<file path="src/rtl/cpu_if.sv">
// rtl/cpu_if.sv - fetch stage and IF/ID pipeline register of the 16-bit pipelined CPU
//
// Owns the PC, drives the instruction-memory address, registers the fetched
// word and its PC+2 for decode, applies branch redirects, stalls and flushes,
// and freezes fetch once an HLT instruction has been fetched.
//
// Ports:
//   clk          in   1   clock, rising edge
//   rst          in   1   asynchronous active-high reset
//   imemAddr     out  16  instruction-memory address (the PC register)
//   imemData     in   16  instruction word at imemAddr, same cycle
//   stallF       in   1   hold PC, IF/ID and halt state
//   branchTaken  in   1   decode stage resolved a taken branch
//   branchTarget in   16  redirect PC from decode
//   instrD       out  16  IF/ID instruction
//   pcD          out  16  IF/ID PC+2 of instrD
//   validD       out  1   instrD is a real fetched instruction
//   frozen       out  1   HLT fetched, fetch stopped
module cpu_if #(
  parameter logic [15:0] RESET_PC   = 16'h0000,
  parameter logic [3:0]  HLT_OPCODE = 4'hF,
  parameter logic [15:0] NOP_INSTR  = 16'h0000
) (
  input  logic        clk,
  input  logic        rst,
  output logic [15:0] imemAddr,
  input  logic [15:0] imemData,
  input  logic        stallF,
  input  logic        branchTaken,
  input  logic [15:0] branchTarget,
  output logic [15:0] instrD,
  output logic [15:0] pcD,
  output logic        validD,
  output logic        frozen
);

  typedef enum logic {RUN = 1'b0, FROZEN = 1'b1} state_t;

  state_t      state;
  state_t      stateNext;
  logic [15:0] pc;
  logic [15:0] pcNext;
  logic [15:0] pcPlus2;
  logic [15:0] instrNext;
  logic [15:0] pcDNext;
  logic        validNext;
  logic        hltF;

  // Memory address comes straight from the PC register so the imem path
  // never sees the redirect/stall muxing.
  assign imemAddr = pc;
  assign frozen   = (state == FROZEN);
  assign pcPlus2  = pc + 16'd2;
  assign hltF     = (imemData[15:12] == HLT_OPCODE);

  always_ff @(posedge clk or posedge rst) begin
    if (rst) begin
      state  <= RUN;
      pc     <= RESET_PC;
      instrD <= NOP_INSTR;
      pcD    <= 16'h0000;
      validD <= 1'b0;
    end else begin
      state  <= stateNext;
      pc     <= pcNext;
      instrD <= instrNext;
      pcD    <= pcDNext;
      validD <= validNext;
    end
  end

  // Priority: stall > branch > frozen > normal fetch.
  always_comb begin
    stateNext = state;
    pcNext    = pc;
    instrNext = instrD;
    pcDNext   = pcD;
    validNext = validD;
    if (stallF) begin
      // everything holds; a coincident redirect is dropped
    end else if (branchTaken) begin
      // Flush the wrong-path word; a redirect while frozen moves the PC but
      // does not leave FROZEN.
      pcNext    = branchTarget;
      instrNext = NOP_INSTR;
      validNext = 1'b0;
      pcDNext   = pcPlus2;
    end else if (state == FROZEN) begin
      instrNext = NOP_INSTR;
      validNext = 1'b0;
    end else begin
      instrNext = imemData;
      pcDNext   = pcPlus2;
      validNext = 1'b1;
      // The HLT word itself goes down the pipe; the PC parks on it.
      if (hltF) begin
        stateNext = FROZEN;
      end else begin
        pcNext = pcPlus2;
      end
    end
  end

endmodule

</file>
<file path="config.mk">
export PLATFORM = sky130hd
export DESIGN_NAME = cpu_if
export DESIGN_NICKNAME = d
export VERILOG_FILES = /design/src/rtl/cpu_if.sv
export SDC_FILE = /design/constraint.sdc
export NUM_CORES = 1
export LEC_CHECK = 0
export CORE_ASPECT_RATIO = 1.2
export CORE_MARGIN = 2
export CORE_UTILIZATION = 35
export CTS_CLUSTER_DIAMETER = 30
export DETAILED_ROUTE_END_ITERATION = 12
export MAX_ROUTING_LAYER = met4
export PLACE_DENSITY = 0.66
export SKIP_LAST_GASP = 1
export SLEW_MARGIN = 20
export SYNTH_ARGS = -nofsm -noshare
export SYNTH_HDL_FRONTEND = slang
export SYNTH_SLANG_ARGS = --single-unit
</file>
<file path="constraint.sdc">
create_clock -name clk -period 1.8 [get_ports clk]
set_clock_uncertainty 0.05 [all_clocks]
set_input_delay 0.36 -clock clk [delete_from_list [all_inputs] [get_ports clk]]
set_output_delay 0.36 -clock clk [all_outputs]
set_load 0.01 [all_outputs]
</file>
==> flow_summary.json, run 1 <==
{
  "period_share_pct": 97.37,
  "ir_drop_uv": 579.0,
  "fin_cells": 430,
  "slew_headroom_pct": 78.97,
  "clkTransAtPathRegs_ns": 0.09,
  "syn_inst": 237,
  "cts_sinks": 50,
  "yosysWarnings": 0,
  "cts_hold_buf": 0,
  "dieArea_sq_um": 7722,
  "p_switching_mw": 1.135,
  "drtAntennaViolNets": 0,
  "synth_edf_count": 0,
  "nets": 379,
  "syn-num-nets": 274,
  "worst-r2r-cell-count": 5,
  "end_kind": "output port",
  "grt.met1_usage_pct": 23.67,
  "firstDrtPassIters": 4,
  "outcome": "complete, no violations",
  "netlist_area_sq_um": 2461,
  "cap_violations": 0,
  "grt_use_met3_pct": 4.315,
  "initial_core_util_pct": 36.12,
  "r2r_setup_slack_ns": 0.12,
  "cts_root_buf": "clkbuf_8",
  "drt_first_iter_violations": 64,
  "drc_errors": 0,
  "synth_top_area_share_pct": 50.84,
  "reg2reg_to": "imemAddr[11]",
  "grt_max_degree": 51,
  "power_density_nw_per_um2": 970.0,
  "core_area_sq_um": 6813,
  "combPwrFrac_pct": 36.1,
  "grt.busiest_layer": "met2",
  "rows": 33,
  "internal_power_mw": 2.513,
  "finalSetupViolations": 0,
  "grtUsageMet2_pct": 27.01,
  "synth_cell_type_count": 50,
  "p_clk_share_pct": 21.9,
  "ys_ff_latch": 50,
  "vias_per_cell": 5.230,
  "hp-class": "input port to asynchronous set/reset pin",
  "ios": 86,
  "gp_congestion": 0.8500,
  "cp-start-kind": "register",
  "grt_pass1_wl_mm": 10.40,
  "fin_crit_ns": 1.753,
  "cp_slowest_stage_delay_ns": 0.57,
  "clock_path_buffers": 2,
  "required_ns": 1.39,
  "p_sw_share_pct": 31.12,
  "cp.arrival_ns": 1.34,
  "syn_avg_cell_area_sq_um": 10.38,
  "crit_family": "buffers and inverters",
  "dp_hpwl_mm": 4.564,
  "wl_mm": 6.504,
  "grt_pass1_vias": 2070,
  "yosysTopAreaCell": "dfrtp_1",
  "worst-path-max-fanout": 8,
  "diodes": 0,
  "cts_made_buffers": 5,
  "drv_slew": 0,
  "grt_use_total_pct": 17.76,
  "die_y_um": 95.86,
  "async_reset_ff_share_pct": 100.0,
  "area_growth_pct": 52.82,
  "placed_cells": 409,
  "cts_tree": "done",
  "routedWlPerCell_um": 15.13,
  "yosysMostFrequentCell": "dfrtp_1",
  "insertion_delay_ns": 0.31,
  "leakage_nw": 1.535,
  "setup_ws_ns": 0.04743,
  "yosysSeqAreaShare_pct": 50.84,
  "rsz0062_at_grt": "false",
  "r2r_start": "imemAddr[1]",
  "seq_power_share_pct": 42.0,
  "path_class": "register to output port",
  "finalHoldViolations": 0,
  "htreeDepth": 2,
  "cp_cell_sequence": "clkdlybuf4s50_1",
  "synth.top_cells.by_count": "50 x dfrtp_1, 23 x nor2_1, 21 x a21oi_1",
  "critical_path_buf_inv_count": 1,
  "crit_start": "imemAddr[3]",
  "antenna_found_initial": 0,
  "slowest_stage": "clkdlybuf4s50_1",
  "synth.area.top_cells": "dfrtp_1 51%, a22o_1 5.7%, a21oi_1 4.3%",
  "fill_cells": 620,
  "preCtsSetupSlack_ns": -0.1826,
  "port_buffers": 85,
  "num_vias": 2249,
  "dieWidth_um": 80.55,
  "drive_gt1_share_pct": 20.70,
  "timing_worst_slew_pin_value_ns": 0.3143,
  "fmax_mhz": 570.6,
  "overflow": 0,
  "synth_top_flop_cell": "dfrtp_1"
}
## worst max path at each step
| stage | to | slack (ns) | cells past startpoint |
|---|---|---|---|
| finish | imemAddr[3] | 0.05 | 1 |
| global route | imemAddr[11] | 0.004 | 1 |
| CTS | imemAddr[5] | -0.02 | 1 |
| detailed placement | imemAddr[12] | -0.18 | 5 |
| global placement | imemAddr[14] | -0.14 | 5 |
| floorplan | imemAddr[11] | 0.09 | 5 |
## power groups by stage
stage               sequential, mW  combinational [mW]  clock, mW
CTS                           1.56                1.22      0.829
finish                        1.53                1.32      0.798
detailed placement            1.57                1.21          0
floorplan                     1.60               0.490          0
global route                  1.56                1.44      0.881
global placement              1.56                1.20          0
## logic make-up after synthesis
family,share of synthesized area (%)
muxes,2.135
xor gates and xnor gates,4.626
AOI/OAI and AO/OA,19.93
adders and majority gates,0.5083
and+or+nand+nor,16.98
buffers and inverters,4.982
DFF,50.84
## cell type report
type	instances	area (sq um)	area share, %
Tap cell	87	108.9	2.894
Multi-Input combinational cell	160	1092	29.04
Sequential cell	50	1269	33.73
Inverter	7	26.28	0.6986
Timing Repair Buffer	118	1151	30.61
Clock inverter	3	45.04	1.198
Clock buffer	5	68.82	1.830
## metal layers
layer,vias up,wire length [um]
met5,-,0
met4,0,54
met3,4,457
met2,73,3083
met1,1092,2909
li1,1080,-
## sequential cells by signal (all words and copies together) (netlist names)
name / cells
frozen: 1
imemAddr: 16
instrD: 16
pcD: 16
validD: 1
## metrics by stage
step | util [%] | setup TNS, ns | hold slack, ns | power [mW] | cell area, sq um
floorplan | - | 0 | 0.4134 | 2.092 | 2461
global placement | 51.79 | -2.420 | 0.4227 | 2.759 | 3528
detailed placement | 51.79 | -3.341 | 0.4283 | 2.779 | 3528
CTS | 53.63 | -0.02127 | 0.3647 | 3.603 | 3654
global route | 55.21 | 0 | 0.4143 | 3.877 | 3761
finish | 55.21 | 0 | 0.3591 | 3.648 | 3761
## cell usage in the layout, fill, tap and decap left out, drive strengths merged, types with 3 or more instances in the layout
master / netlist / final
clkdlybuf4s50: 0 / 84
dfrtp: 50 / 50
buf: 14 / 33
nor2: 23 / 23
a21oi: 23 / 23
a22o: 16 / 16
nand2: 12 / 12
o21ai: 12 / 12
xnor2: 7 / 7
inv: 7 / 7
nor3: 7 / 7
xor2: 6 / 6
nor4: 6 / 6
clkbuf: 6 / 5
and4: 5 / 5
nand4: 4 / 4
nand3: 4 / 4
o2bb2ai: 3 / 3
mux2i: 3 / 3
## what timing repair did
| action | 4_1_cts | 5_1_grt |
|---|---|---|
| gates resized for setup | 9 | 7 |
| setup buffers | 0 | 13 |
| cloned | 0 | 0 |
| endpoints found under the setup margin | 9 | 12 |
Note: power is estimated with default switching activity, not from simulation.
==> run 2, diff against run 1 <==
Settings changed: CORE_MARGIN 2 to 8, TNS_END_PERCENT set to 30.
==> run 2 against run 1 <==
The run now ends with negative setup slack left. Non-clock buffer count fell by 10. Maximum frequency down 4.0%. Sequential power is essentially flat. Total power down 5.2%. Count of clock-buffer cells in the layout unchanged.
==> flow_summary.json, run 2 (synthesis results as in run 1) <==
{
  "clock_path_buffers": 2,
  "fmax_mhz": 547.6,
  "cp-start-kind": "register",
  "rsz0062_at_grt": "true",
  "cts_made_buffers": 5,
  "grt_max_degree": 51,
  "place_area_sq_um": 3538,
  "hp-class": "input port to asynchronous set/reset pin",
  "drc_errors": 0,
  "cts_tree": "done",
  "diodes": 0,
  "slew_headroom_pct": 78.15,
  "timing_worst_slew_pin_value_ns": 0.3251,
  "wl_mm": 6.743,
  "violations": "negative setup slack",
  "reg2reg_to": "imemAddr[14]",
  "fin_crit_ns": 1.826,
  "fin_hold_ws_ns": 0.3554,
  "cts_sinks": 50,
  "worst-path-max-fanout": 9,
  "fin_cells": 420,
  "die_y_um": 107.9,
  "overflow": 0,
  "leakage_nw": 1.472,
  "ios": 86,
  "insertion_delay_ns": 0.30,
  "r2r_start": "imemAddr[4]",
  "crit_start": "imemAddr[10]",
  "required_ns": 1.39,
  "nets": 369,
  "gp_congestion": 0.8519,
  "grt_pass1_vias": 2147,
  "worst-r2r-cell-count": 4,
  "outcome": "complete, but fails checks",
  "finalSetupViolations": 2,
  "area_growth_pct": 47.84,
  "drtAntennaViolNets": 0,
  "crit_family": "buffers and inverters",
  "cp_cell_sequence": "clkdlybuf4s50_1",
  "layout_commonest_cell": "clkdlybuf4s50_1",
  "drive_gt1_share_pct": 15.62,
  "end_kind": "output port",
  "cap_violations": 0,
  "final_area_sq_um": 3638,
  "critical_path_buf_inv_count": 1,
  "num_vias": 2160,
  "cp_slowest_stage_delay_ns": 0.60,
  "firstDrtPassIters": 4,
  "routedWlPerCell_um": 16.05,
  "power_density_nw_per_um2": 950.3,
  "drv_slew": 0,
  "grt_pass1_wl_mm": 10.94,
  "dp_hpwl_mm": 5.134,
  "fill_cells": 635,
  "clkTransAtPathRegs_ns": 0.10,
  "initial_core_util_pct": 36.12,
  "grt_use_total_pct": 13.95,
  "path_class": "register to output port",
  "setup_ws_ns": -0.02620,
  "finalHoldViolations": 0,
  "vias_per_cell": 5.143,
  "antenna_found_initial": 0,
  "cts_setup_buffers": 0,
  "dieWidth_um": 92.55,
  "cp.arrival_ns": 1.42,
  "placed_cells": 412,
  "slowest_stage": "clkdlybuf4s50_1",
  "core_area_sq_um": 6813,
  "rows": 33,
  "drt_first_iter_violations": 60,
  "final_util_pct": 53.41,
  "preCtsSetupSlack_ns": -0.2047,
  "r2r_setup_slack_ns": 0.09,
  "port_buffers": 85,
  "layout_common_cells": "85 x clkdlybuf4s50_1, 44 x dfrtp_1, 23 x nor2_1, 20 x a21oi_1, 20 x buf_4",
  "dieArea_sq_um": 9982,
  "cts_root_buf": "clkbuf_8",
  "period_share_pct": 101.5,
  "htreeDepth": 2,
  "ir_drop_uv": 528.3
}
[run 2: final cells by class]
class / instances / area (sq um) / share of cell area, %
clock buffer: 5 / 68.82 / 1.891
clock inverter: 3 / 23.77 / 0.6534
sequential: 50 / 1259 / 34.59
timing repair buffer: 108 / 1061 / 29.16
inverter: 7 / 26.28 / 0.7221
multi-input combinational: 160 / 1091 / 29.99
tap: 87 / 108.9 / 2.992
[run 2: through the flow]
| stage | TNS, ns | total power [mW] |
|---|---|---|
| 6_report | -0.04694 | 3.458 |
| 5_1_grt | -0.3832 | 3.668 |
| 4_1_cts | -0.1643 | 3.502 |
| 3_5_place_dp | -2.929 | 2.808 |
| 3_3_place_gp | -2.237 | 2.792 |
| 2_1_floorplan | 0 | 2.092 |
[run 2: repair_timing]
action	CTS	global route
hold buffers	0	0
cloned	0	0
gates resized for setup	2	4
endpoints found under the setup margin	8	14
[run 2: worst max path at each step]
| stage | end | slack (ns) | depth (start not counted) |
|---|---|---|---|
| after floorplan | imemAddr[11] | 0.09 | 5 |
| after global placement | imemAddr[14] | -0.15 | 5 |
| after detailed placement | imemAddr[14] | -0.20 | 5 |
| after CTS | imemAddr[7] | -0.06 | 1 |
| after global routing | imemAddr[10] | -0.06 | 1 |
| final | imemAddr[10] | -0.03 | 1 |
[run 2: layer usage]
| layer | share of wire [%] | GRT usage [%] | vias to the layer above |
|---|---|---|---|
| li1 | - | - | 1055 |
| met1 | 47 | 17.82 | 1018 |
| met2 | 46 | 21.60 | 80 |
| met3 | 6.0 | 3.629 | 7 |
| met4 | 0.93 | 3.230 | 0 |
| met5 | 0 | - | - |
[run 2: power breakdown]
part           internal (mW)  switching, mW
clock                  0.279          0.398
sequential              1.33          0.203
combinational          0.706          0.541
total                   2.32           1.14
